## src/rtl/dmem_arbiter.sv

```systemverilog
// -----------------------------------------------------------------------------
// dmem_arbiter
//   Lets two requesters share one single-ported 32-bit data memory.
//   Port 0 is the core load/store unit and port 1 is the DMA/debug loader.
//   At most one access is granted per cycle. Read data comes back registered,
//   one cycle after the grant. Any address at or above DEPTH is still granted,
//   but it never writes the memory and it answers with err=1 and rdata=0.
//
// Parameters
//   DEPTH         number of 32-bit words in the memory (legal addr 0..DEPTH-1)
//   CORE_PRIORITY 1 = port 0 has priority, with a starvation guard for port 1
//                 0 = round-robin
//   MAX_WAIT      number of consecutive denied cycles after which port 1 is
//                 forced to win (1..15)
//
// Ports
//   clk, rst                       clock; asynchronous active-high reset
//   req/we/addr/wdata{0,1}         request side of each port (held until gnt)
//   gnt{0,1}                       combinational grant
//   rvalid/rdata/err{0,1}          registered response, one cycle after grant
//   mem_A, mem_WD, mem_WE          memory address, write data, write enable
//   mem_RD                         memory read data, combinational from mem_A
// -----------------------------------------------------------------------------
module dmem_arbiter #(
   parameter int DEPTH         = 1024,
   parameter int CORE_PRIORITY = 1,
   parameter int MAX_WAIT      = 4
) (
   input  logic        clk,
   input  logic        rst,
   input  logic        req0,
   input  logic        we0,
   input  logic [31:0] addr0,
   input  logic [31:0] wdata0,
   output logic        gnt0,
   output logic        rvalid0,
   output logic [31:0] rdata0,
   output logic        err0,
   input  logic        req1,
   input  logic        we1,
   input  logic [31:0] addr1,
   input  logic [31:0] wdata1,
   output logic        gnt1,
   output logic        rvalid1,
   output logic [31:0] rdata1,
   output logic        err1,
   output logic [31:0] mem_A,
   output logic [31:0] mem_WD,
   output logic        mem_WE,
   input  logic [31:0] mem_RD
);

   localparam logic [31:0] DEPTH_W    = 32'(DEPTH);
   localparam logic [3:0]  MAX_WAIT_W = 4'(MAX_WAIT);

   logic [1:0]  req_vec;
   logic [1:0]  we_vec;
   logic [1:0]  in_range;
   logic [1:0]  gnt_vec;
   logic [31:0] addr_arr [2];

   assign req_vec     = {req1, req0};
   assign we_vec      = {we1, we0};
   assign addr_arr[0] = addr0;
   assign addr_arr[1] = addr1;

   genvar gi;
   generate
      for (gi = 0; gi < 2; gi++) begin : g_range
         assign in_range[gi] = addr_arr[gi] < DEPTH_W;
      end
   endgenerate

   // Arbiter state: the round-robin pointer (1 = port 1 wins the next
   // contention) and the number of consecutive cycles port 1 has been denied.
   logic       rr_ptr_reg,   rr_ptr_next;
   logic [3:0] wait_cnt_reg, wait_cnt_next;
   logic       pick1;

   // pick1 decides port 1 against port 0. The result is then masked with rst
   // so that the grants, and the write enable derived from them, drop as soon
   // as reset is asserted, and not at the next clock edge.
   generate
      if (CORE_PRIORITY != 0) begin : g_pri
         assign pick1 = req_vec[1] & (~req_vec[0] | (wait_cnt_reg == MAX_WAIT_W));
      end else begin : g_rr
         assign pick1 = req_vec[1] & (~req_vec[0] | rr_ptr_reg);
      end
   endgenerate

   assign gnt_vec[1] = pick1 & ~rst;
   assign gnt_vec[0] = req_vec[0] & ~pick1 & ~rst;
   assign gnt0       = gnt_vec[0];
   assign gnt1       = gnt_vec[1];

   // The memory address and write data follow port 0 unless port 1 holds the
   // grant. Both are forced to zero while reset is asserted.
   always_comb begin
      mem_A  = '0;
      mem_WD = '0;
      if (gnt_vec[1]) begin
         mem_A  = addr1;
         mem_WD = wdata1;
      end else if (!rst) begin
         mem_A  = addr0;
         mem_WD = wdata0;
      end
   end

   assign mem_WE = |(gnt_vec & we_vec & in_range);

   always_comb begin
      rr_ptr_next = rr_ptr_reg;
      if (gnt_vec[0]) begin
         rr_ptr_next = 1'b1;
      end else if (gnt_vec[1]) begin
         rr_ptr_next = 1'b0;
      end

      wait_cnt_next = wait_cnt_reg;
      if (!req_vec[1] || gnt_vec[1]) begin
         wait_cnt_next = '0;
      end else if (wait_cnt_reg != MAX_WAIT_W) begin
         wait_cnt_next = wait_cnt_reg + 4'd1;
      end
   end

   always_ff @(posedge clk or posedge rst) begin
      if (rst) begin
         rr_ptr_reg   <= 1'b0;
         wait_cnt_reg <= '0;
      end else begin
         rr_ptr_reg   <= rr_ptr_next;
         wait_cnt_reg <= wait_cnt_next;
      end
   end

   // Response path for each port. rdata is loaded only on that port's own
   // grant, so it keeps its last value between responses. Writes and rejected
   // accesses load zero.
   generate
      for (gi = 0; gi < 2; gi++) begin : g_port
         logic        rvalid_reg;
         logic        err_reg;
         logic [31:0] rdata_reg;

         always_ff @(posedge clk or posedge rst) begin
            if (rst) begin
               rvalid_reg <= 1'b0;
               err_reg    <= 1'b0;
               rdata_reg  <= '0;
            end else begin
               rvalid_reg <= gnt_vec[gi];
               err_reg    <= gnt_vec[gi] & ~in_range[gi];
               if (gnt_vec[gi]) begin
                  rdata_reg <= (we_vec[gi] | ~in_range[gi]) ? 32'd0 : mem_RD;
               end
            end
         end
      end
   endgenerate

   assign rvalid0 = g_port[0].rvalid_reg;
   assign err0    = g_port[0].err_reg;
   assign rdata0  = g_port[0].rdata_reg;
   assign rvalid1 = g_port[1].rvalid_reg;
   assign err1    = g_port[1].err_reg;
   assign rdata1  = g_port[1].rdata_reg;

endmodule

```

## config.mk

```make
export PLATFORM = sky130hd
export DESIGN_NAME = dmem_arbiter
export DESIGN_NICKNAME = d
export VERILOG_FILES = /design/src/rtl/dmem_arbiter.sv
export SDC_FILE = /design/constraint.sdc
export NUM_CORES = 1
export LEC_CHECK = 0
export BUFFER_PORTS_ARGS = -buffer_cell sky130_fd_sc_hd__buf_4
export CAP_MARGIN = 10
export CORE_AREA = 2 2 118 120
export CTS_CLUSTER_DIAMETER = 30
export DETAILED_ROUTE_END_ITERATION = 7
export DIE_AREA = 0 0 120 122
export SLEW_MARGIN = 20
export SYNTH_ARGS = -nofsm -noshare
export SYNTH_HDL_FRONTEND = slang
export SYNTH_SLANG_ARGS = --single-unit
```

## constraint.sdc

```tcl
create_clock -name clk -period 7.2 [get_ports clk]
set_clock_uncertainty 0.1 [all_clocks]
set_input_delay 0.72 -clock clk [delete_from_list [all_inputs] [get_ports clk]]
set_output_delay 0.72 -clock clk [all_outputs]
set_load 0.02 [all_outputs]
```

==> results.yml, run 1 <==
logic_synthesis:
  synth_top_area_share_pct: 49.3
  syn_area_um2: 3650
  synth.ff_latch_count: 72
  synthTopCellsByArea: "dfrtp_1 49%, a22o_1 15%, nand2_1 14%, a21oi_1 9.3%, clkbuf_1 2.6%"
  ys_seq_area_share_pct: 49.3
  ys_types: 27
  avgSynthCellArea_um2: 8.90
  netlist_instances: 410
  synth_edf_count: 0
  synthArstFlopShare_pct: 100
  syn-num-nets: 578
  synth_ff_type: "dfrtp_1"
  ys_warn_count: 0
  synth_top_area_cell: "dfrtp_1"
sta:
  period_needed_ns: 4.21
  hold_viol_final: 0
  drv_slew: 0
  max_freq_mhz: 238
  setup-tns-final_ns: 0
  slew_headroom_pct: 28.8
  worst_pin_slew_ns: 1.06
  setup-violations-final: 0
  fin_crit_sh_pct: 58.4
  rsz0062_at_grt: "false"
cells_and_area:
  area_growth_pct: 73.2
  instances_no_fill: 879
  design_area_um2: 6320
  final_cell_mix: "306 x buf_4, 132 x nand2_1, 72 x dfrtp_1"
  final_common_cell: "buf_4"
  layout-drive-gt1-share_pct: 47.2
  num-nets-final: 863
  diodes: 0
route:
  drt_iter0_drc: 273
  via_per_inst: 4.82
  route.detailed.wl_per_inst_um: 16.6
  drt-pass1-iter-count: 4
  wl_mm: 14.6
  ant_nets: 0
  drcViolationCount: 0
  via_count: 4237
min_path:
  hold_path_class: "reg2reg"
  whs_path_depth: 1
  min_from: "rdata1[0]"
  holdPathEnd: "rdata1[0]"
clock_tree:
  postCtsHoldBufs: 0
  post_cts_buffers: 0
  cts.sinks: 72
  cts_root_buf: "clkbuf_16"
  cts_tree: "built"
  worstSkewPairLatency_ns: 0.32
  cts_resized: 0
  clkTransAtPathRegs_ns: 0.05
  htreeDepth: 3
  cts-buffers-inserted: 9
  cts.path.max_buffers: 2
global_routing:
  grt_max_degree: 66
  grt_pass1_vias: 4171
  antenna_found_initial: 0
  overflow: 0
  grt_usage_pct: 19.1
  grt_first_pass_wirelength_mm: 21.9
die:
  die_width_um: 120
  core_um2: 13500
  io-pin-count: 301
  die_h_um: 122
  start_util_pct: 27.0
  row_count: 43
  dieArea_um2: 14600
setup_path:
  cp_num_buf_inv: 4
  regToRegEndpoint: "rdata1[8]"
  required_ns: 6.38
  critPathCaptureType: "primary output"
  worstPathMaxFanout: 65
  cpMostUsedCell: "buf_4"
  rr_startpoint: "wait_cnt_reg[0]"
  rrSetupSlack_ns: 4.53
  worstRegToRegCells: 7
  slowest_stage: "clkinv_2"
  slowest_delay_ns: 0.73
  cp.arrival_ns: 3.39
  cp_top_family: "buffers and inverters"
  start_kind: "primary input"
  path_class: "in2out"
  crit_chain: "buf_4 -> clkinv_2 -> o211ai_4 -> inv_1 -> a32o_1 -> buf_4"
run_status:
  outcome: "completed"
power_and_ir_drop:
  leakage_nw: 3.38
  peakVddDrop_uv: 97.5
  p_per_area_nw_per_um2: 165
placement:
  finalWeightedCongestion: 0.768
  place_hpwl_mm: 11.2
  io_buffers: 300
  placedInstanceArea_um2: 6070
  dp_cells: 864
job:
  drv_cap: 0
==> how the worst max path moves through the flow <==
stage               from  endpoint  slack (ns)  depth (start not counted)
floorplan            rst    mem_WE        2.95                          4
global placement     rst    mem_WE        3.02                          6
detailed placement   rst    mem_WE        2.92                          6
CTS                  rst    mem_WE        2.91                          6
global route         rst    mem_WE        2.67                          6
finish               rst    mem_WE        2.99                          6
==> worst reg2reg max path, cell delays in order (launching register included) <==
cell	delay, ns
dfrtp_1	0.37
inv_1	0.08
ha_1	0.24
and3b_1	0.28
o211ai_4	0.86
nor4_4	0.11
buf_4	0.29
a22o_1	0.24
==> report_power, final <==
group	total [mW]	internal [mW]	switching, mW
combinational	0.249	0.115	0.133
clock	0.384	0.231	0.153
sequential	0.412	0.409	0.00319
==> cell usage after synthesis, types with 2 or more instances <==
master      n
nand2_1   132
a22o_1     64
buf_2       4
or4_4       2
nor2_1      6
inv_1       5
inv_2       2
buf_6       3
dfrtp_1    72
nor4_1     10
ha_1        2
clkbuf_1   25
a21oi_1    68
xnor2_1     2
==> area by class of cell <==
cell class	count	area (um2)
clock inverters	3	20.0
inverters	7	27.5
repair buffers	306	2300
multi-input cells	299	1720
clock buffers	12	236
fillers	1327	7180
well taps	180	225
flip-flops and latches	72	1800
==> logic make-up after synthesis <==
| logic type | after synthesis | synth area share (%) |
|---|---|---|
| buf+inv | 39 | 4.76 |
| xor+xnor | 2 | 0.480 |
| simple gates | 159 | 18.7 |
| flops | 72 | 49.3 |
| compound gates | 136 | 26.0 |
| fa+ha+maj | 2 | 0.685 |
==> routing by layer <==
layer / wire length (um) / global-route usage [%]
met1: 5580 / 22.5
met2: 7320 / 32.7
met3: 1380 / 5.95
met4: 342 / 6.91
met5: 0 / 0
==> per-stage QoR <==
stage / setup slack (ns) / hold slack (ns) / total power [mW] / utilization (%)
CTS: 2.91 / 0.408 / 1.06 / 46.8
detailed placement: 2.92 / 0.394 / 0.669 / 44.9
global placement: 3.02 / 0.389 / 0.666 / 44.9
floorplan: 2.95 / 0.412 / 0.528 / -
global route: 2.67 / 0.411 / 1.09 / 46.8
finish: 2.99 / 0.406 / 1.04 / 46.8
Power figures use the tool's default switching activity.
==> inputs of run 2 (changes only) <==
--- a/config.mk
+++ b/config.mk
@@ -5,12 +5,14 @@
 export SDC_FILE = /design/constraint.sdc
 export NUM_CORES = 1
 export LEC_CHECK = 0
+export ABC_AREA = 1
 export BUFFER_PORTS_ARGS = -buffer_cell sky130_fd_sc_hd__buf_4
 export CAP_MARGIN = 10
-export CORE_AREA = 2 2 118 120
+export CORE_AREA = 2 2 117 119
 export CTS_CLUSTER_DIAMETER = 30
 export DETAILED_ROUTE_END_ITERATION = 7
-export DIE_AREA = 0 0 120 122
+export DIE_AREA = 0 0 119 121
+export PLACE_DENSITY = 0.66
 export SLEW_MARGIN = 20
 export SYNTH_ARGS = -nofsm -noshare
 export SYNTH_HDL_FRONTEND = slang
==> constraint.sdc (replaced) <==
create_clock -name clk -period 4.4 [get_ports clk]
set_clock_uncertainty 0.1 [all_clocks]
set_input_delay 0.44 -clock clk [delete_from_list [all_inputs] [get_ports clk]]
set_output_delay 0.44 -clock clk [all_outputs]
set_load 0.02 [all_outputs]
==> run 2 against run 1 <==
  * Synthesized cell count is 56% higher
  * Flip-flop and latch count stayed put
  * Final area is 10% higher
  * Critical endpoint unchanged
  * Routed wire length is 19% higher
  * Cell count is 25% higher
  * Sequential power is 63% higher
  * Power is 89% higher
==> results.yml, run 2 <==
clock_tree:
  cts-buffers-inserted: 9
  htreeDepth: 3
  cts_resized: 0
  worstSkewPairLatency_ns: 0.33
  cts.sinks: 72
  clkTransAtPathRegs_ns: 0.06
  cts_root_buf: "clkbuf_16"
  cts.path.max_buffers: 2
  cts_tree: "built"
die:
  io-pin-count: 301
  start_util_pct: 32.8
  die_width_um: 119
  dieArea_um2: 14400
  row_count: 42
  core_um2: 13100
  die_h_um: 121
sta:
  drv_slew: 0
  fin_ws_ns: 1.23
  period_needed_ns: 3.17
  setup-tns-final_ns: 0
  setup-violations-final: 0
  slew_headroom_pct: 30.8
  rsz0062_at_grt: "false"
  fin_crit_sh_pct: 72.1
  max_freq_mhz: 315
  hold_viol_final: 0
  worst_pin_slew_ns: 1.04
cells_and_area:
  final_common_cell: "buf_4"
  final_cell_mix: "308 x buf_4, 269 x nand2_1, 99 x nand3_1"
  area_growth_pct: 61.8
  fill_cells: 1331
  layout-drive-gt1-share_pct: 36.6
  diodes: 0
  num-nets-final: 1082
setup_path:
  start_kind: "primary input"
  worstRegToRegCells: 10
  path_class: "in2out"
  required_ns: 3.86
  critPathCaptureType: "primary output"
  rr_startpoint: "wait_cnt_reg[0]"
  crit_path_start: "rst"
  cp.arrival_ns: 2.63
  worstPathMaxFanout: 26
power_and_ir_drop:
  p_per_area_nw_per_um2: 284
  peakVddDrop_uv: 208
  leakage_nw: 4.16
route:
  drcViolationCount: 0
  drt_iter0_drc: 311
  wl_mm: 17.4
  via_count: 5169
  via_per_inst: 4.72
  drt-pass1-iter-count: 5
  ant_nets: 0
  route.detailed.wl_per_inst_um: 15.9
placement:
  place_hpwl_mm: 12.9
  finalWeightedCongestion: 0.933
  dpl_worst_slack_ns: 1.58
  io_buffers: 300
logic_synthesis:
  synthArstFlopShare_pct: 100
  synth_edf_count: 0
  syn-num-nets: 808
  synth.ff_latch_count: 72
  syn_area_um2: 4300
  ys_warn_count: 0
  synthTopCellsByArea: "dfrtp_1 42%, nand2_1 23%, nand3_1 12%, nor2_1 5.0%, nand4_1 4.8%"
  ys_seq_area_share_pct: 41.9
  netlist_top_cells_count: "269 x nand2_1, 99 x nand3_1, 72 x dfrtp_1"
  synth_top_area_share_pct: 41.9
  synth_top_area_cell: "dfrtp_1"
  synth_ff_type: "dfrtp_1"
  netlist_instances: 640
  synth_most_common_cell: "nand2_1"
  ys_types: 25
  avgSynthCellArea_um2: 6.72
global_routing:
  antenna_found_initial: 0
  grt_usage_pct: 23.7
  grt_max_degree: 67
  grt_first_pass_wirelength_mm: 26.6
  grt_pass1_vias: 4795
  overflow: 0
run_status:
  outcome: "completed"
min_path:
  min_from: "mem_RD[20]"
  whs_path_depth: 3
  hold_path_class: "in2reg"
job:
  drv_cap: 0
-- run 2: cell count changes in the layout (fill, tap and decap cells not counted), moves of 32 or more --
cell     previous run  this run
nand3_1             1        99
a22o_1             64         0
nor2_1              6        56
nand2_1           132       269
inv_1               4        40
nand4_1             1        33
a21oi_1            67         3
-- run 2: cells by family after synthesis --
| family | synth area share, % |
|---|---|
| compound gates | 1.08 |
| buf+inv | 9.46 |
| flops | 41.9 |
| fa+ha+maj | 0.582 |
| simple gates | 46.6 |
| xor+xnor | 0.408 |
-- run 2: where the power goes --
| part | leakage (nW) | internal, mW | total, mW | switching [mW] |
|---|---|---|---|---|
| registers | 1.00 | 0.668 | 0.672 | 0.00457 |
| clock network | 0.169 | 0.572 | 0.862 | 0.290 |
| logic | 2.99 | 0.196 | 0.438 | 0.242 |
-- run 2: path summary, 6_finish.rpt --
kind | to | slack, ns
max reg2reg | wait_cnt_reg[3] | 2.01
max in group asynchronous | rdata1[16] | 2.03
min in group asynchronous | rdata1[27] | 0.56
min | rdata0[20] | 0.26
max | mem_WE | 1.23
min reg2reg | rdata0[1] | 0.38
-- run 2: per-stage QoR --
stage	std cells	util [%]	cell area [um2]	hold slack (ns)	total power, mW
after floorplan	640	-	4300	0.442	0.889
after global placement	1078	50.4	6590	0.346	1.12
after detailed placement	1078	50.4	6590	0.346	1.12
after CTS	1095	53.1	6950	0.248	1.99
after global routing	1095	53.1	6950	0.259	2.05
final	1095	53.1	6950	0.255	1.97
-- run 2: worst max-delay path, cell delays in order --
cell,delay [ns]
dlygate4sd3_1,0.54
buf_4,0.16
inv_4,0.24
nand2_1,0.14
a21oi_4,0.38
buf_4,0.38
nand3_1,0.11
nand2_1,0.09
buf_4,0.13
-- run 2: what timing repair did --
item	in CTS	in global routing
hold buffers	1	0
hold endpoints to repair	11	0
setup buffers	0	0
-- run 2: layout make-up --
cell class,count,area (um2),area share (%)
Multi-Input combinational cell,479,2090,30.1
Inverter,43,164,2.36
Clock inverter,6,115,1.66
Sequential cell,72,1800,25.9
Tap cell,176,220,3.17
Timing Repair Buffer,309,2320,33.4
Clock buffer,10,239,3.44
-- run 2: metal layers --
metal	track usage [%]	vias up	wire length, um
met5	0	-	0
met4	6.92	0	335
met3	6.72	25	1300
met2	39.1	199	8370
met1	30.2	2365	7370
li1	-	2580	-
==> inputs of run 3 (changes only) <==
--- a/config.mk
+++ b/config.mk
@@ -5,14 +5,13 @@
 export SDC_FILE = /design/constraint.sdc
 export NUM_CORES = 1
 export LEC_CHECK = 0
-export ABC_AREA = 1
+export ABC_AREA = 0
 export BUFFER_PORTS_ARGS = -buffer_cell sky130_fd_sc_hd__buf_4
 export CAP_MARGIN = 10
-export CORE_AREA = 2 2 117 119
+export CORE_AREA = 2 2 116 118
 export CTS_CLUSTER_DIAMETER = 30
 export DETAILED_ROUTE_END_ITERATION = 7
-export DIE_AREA = 0 0 119 121
-export PLACE_DENSITY = 0.66
+export DIE_AREA = 0 0 118 120
 export SLEW_MARGIN = 20
 export SYNTH_ARGS = -nofsm -noshare
 export SYNTH_HDL_FRONTEND = slang
==> constraint.sdc (replaced) <==
create_clock -name clk -period 3.1 [get_ports clk]
set_clock_uncertainty 0.1 [all_clocks]
set_input_delay 0.31 -clock clk [delete_from_list [all_inputs] [get_ports clk]]
set_output_delay 0.31 -clock clk [all_outputs]
set_load 0.02 [all_outputs]
==> run 3 against run 2 <==
  * First-iteration DRC count down 0.32%
  * Flip-flop and latch count unchanged
  * Cell count down 20%
  * Combinational power up 37%
  * Count of clock-buffer cells in the layout up 4
  * Sequential share of layout area up 2.2 points
  * Register-to-register slack worse by 1.2 ns
  * Die area down 1.7%
  * Core utilization down 3.8 points
  * Via count down 17%
==> results.yml, run 3 (synthesis results as in run 1) <==
power_and_ir_drop:
  power.total_mw: 2.53
  internal_power_mw: 1.83
  p_clk_share_pct: 38.6
  p_per_area_nw_per_um2: 395
  leakage_nw: 3.43
  swShare_pct: 27.6
  peakVddDrop_uv: 234
  pwr-share-comb_pct: 23.6
  seqPwrFrac_pct: 37.8
  netSwitchingPower_mw: 0.698
global_routing:
  grt_max_degree: 70
  grt_usage_pct: 21.3
  grt_pass1_vias: 4193
  gr-usage-met2_pct: 36.1
  antenna_found_initial: 0
  use_met3_pct: 5.47
  grt_util_met1_pct: 27.5
  grt_busiest_layer: "met2"
  overflow: 0
  grt_first_pass_wirelength_mm: 23.6
placement:
  io_buffers: 300
  place_hpwl_mm: 11.8
  finalWeightedCongestion: 0.882
setup_path:
  critPathCaptureType: "primary output"
  cp_top_family: "compound AO/OA/AOI/OAI gates"
  required_ns: 2.69
  path_class: "reg2out"
  start_kind: "flip-flop"
  crit_chain: "inv_1 -> ha_1 -> nand3b_1 -> o211ai_4 -> inv_2 -> and2_1 -> a32o_1 -> buf_4"
  worstPathMaxFanout: 11
  cp_num_buf_inv: 3
  slowest_stage: "o211ai_4"
  slowest_delay_ns: 0.47
  cp.arrival_ns: 2.36
cells_and_area:
  final_cell_mix: "307 x buf_4, 132 x nand2_1, 72 x dfrtp_1"
  layout-drive-gt1-share_pct: 47.6
  num-nets-final: 867
  area_growth_pct: 75.5
  diodes: 0
  final_common_cell: "buf_4"
clock_tree:
  clkTransAtPathRegs_ns: 0.05
  cts_root_buf: "clkbuf_16"
  cts-buffers-inserted: 9
  cts.path.max_buffers: 2
  cts_tree: "built"
  post_cts_buffers: 0
  htreeDepth: 3
  worstSkewPairLatency_ns: 0.33
  cts.sinks: 72
die:
  core_um2: 13000
  die_width_um: 118
  io-pin-count: 301
  dieArea_um2: 14200
  start_util_pct: 28.1
  die_h_um: 120
  row_count: 42
route:
  drt_iter0_drc: 310
  wl_mm: 15.6
  ant_nets: 0
  route.detailed.wl_per_inst_um: 17.7
  drt-pass1-iter-count: 4
  drcViolationCount: 0
  via_count: 4310
  via_per_inst: 4.90
sta:
  max_freq_mhz: 361
  rsz0062_at_grt: "false"
  setup-violations-final: 0
  hold_viol_final: 0
  period_needed_ns: 2.77
  worst_pin_slew_ns: 0.844
  fin_crit_sh_pct: 89.4
  slew_headroom_pct: 43.7
  setup-tns-final_ns: 0
  drv_slew: 0
run_status:
  outcome: "completed"
job:
  drv_cap: 0
min_path:
  hold_path_class: "in2reg"
[run 3: what timing repair did]
item | CTS | global route
gates resized for setup | 0 | 0
endpoints found under the hold margin | 3 | 0
hold buffers | 1 | 0
[run 3: final cells by class]
type / instances / area (um2)
fill: 1207 / 6570
tap: 176 / 220
clock inverter: 2 / 12.5
clock buffer: 14 / 274
inverter: 7 / 30.0
multi-input combinational: 299 / 1720
timing repair buffer: 310 / 2350
sequential: 72 / 1800
[run 3: final timing paths]
| check | start | depth (start not counted) | slack, ns | end |
|---|---|---|---|---|
| min | mem_RD[3] | 2 | 0.11 | rdata0[3] |
| max reg2reg | wait_cnt_reg[0] | 7 | 0.86 | rdata0[23] |
| min in group asynchronous | rst | 3 | 0.40 | wait_cnt_reg[1] |
| max in group asynchronous | rst | 4 | 1.44 | rdata1[2] |
| max | wait_cnt_reg[0] | 8 | 0.33 | mem_WE |
| min reg2reg | rdata1[20] | 1 | 0.40 | rdata1[20] |
[run 3: stage by stage]
step                util, %  area (um2)  setup slack (ns)  instances  hold WS, ns
finish                 49.4        6410             0.329        880        0.108
global route           49.4        6410             0.208        880        0.106
CTS                    49.4        6410             0.335        880       0.0944
detailed placement     47.1        6110             0.552        863        0.151
global placement       47.1        6110             0.633        863        0.146
floorplan                 -        3650             0.311        410        0.343
[run 3: routing by layer]
layer / routed length (um) / up-vias
met5: 0 / -
met4: 159 / 0
met3: 1210 / 17
met2: 7720 / 229
met1: 6460 / 2043
li1: - / 2021
[run 3: power by group through the flow]
stage          Combinational [mW]  Clock (mW)  Sequential (mW)
5_1_grt                     0.645        1.03            0.956
2_1_floorplan               0.251           0            0.975
6_report                    0.598       0.975            0.956
4_1_cts                     0.602       0.999            0.956
3_5_place_dp                0.598           0            0.972
3_3_place_gp                0.593           0            0.972
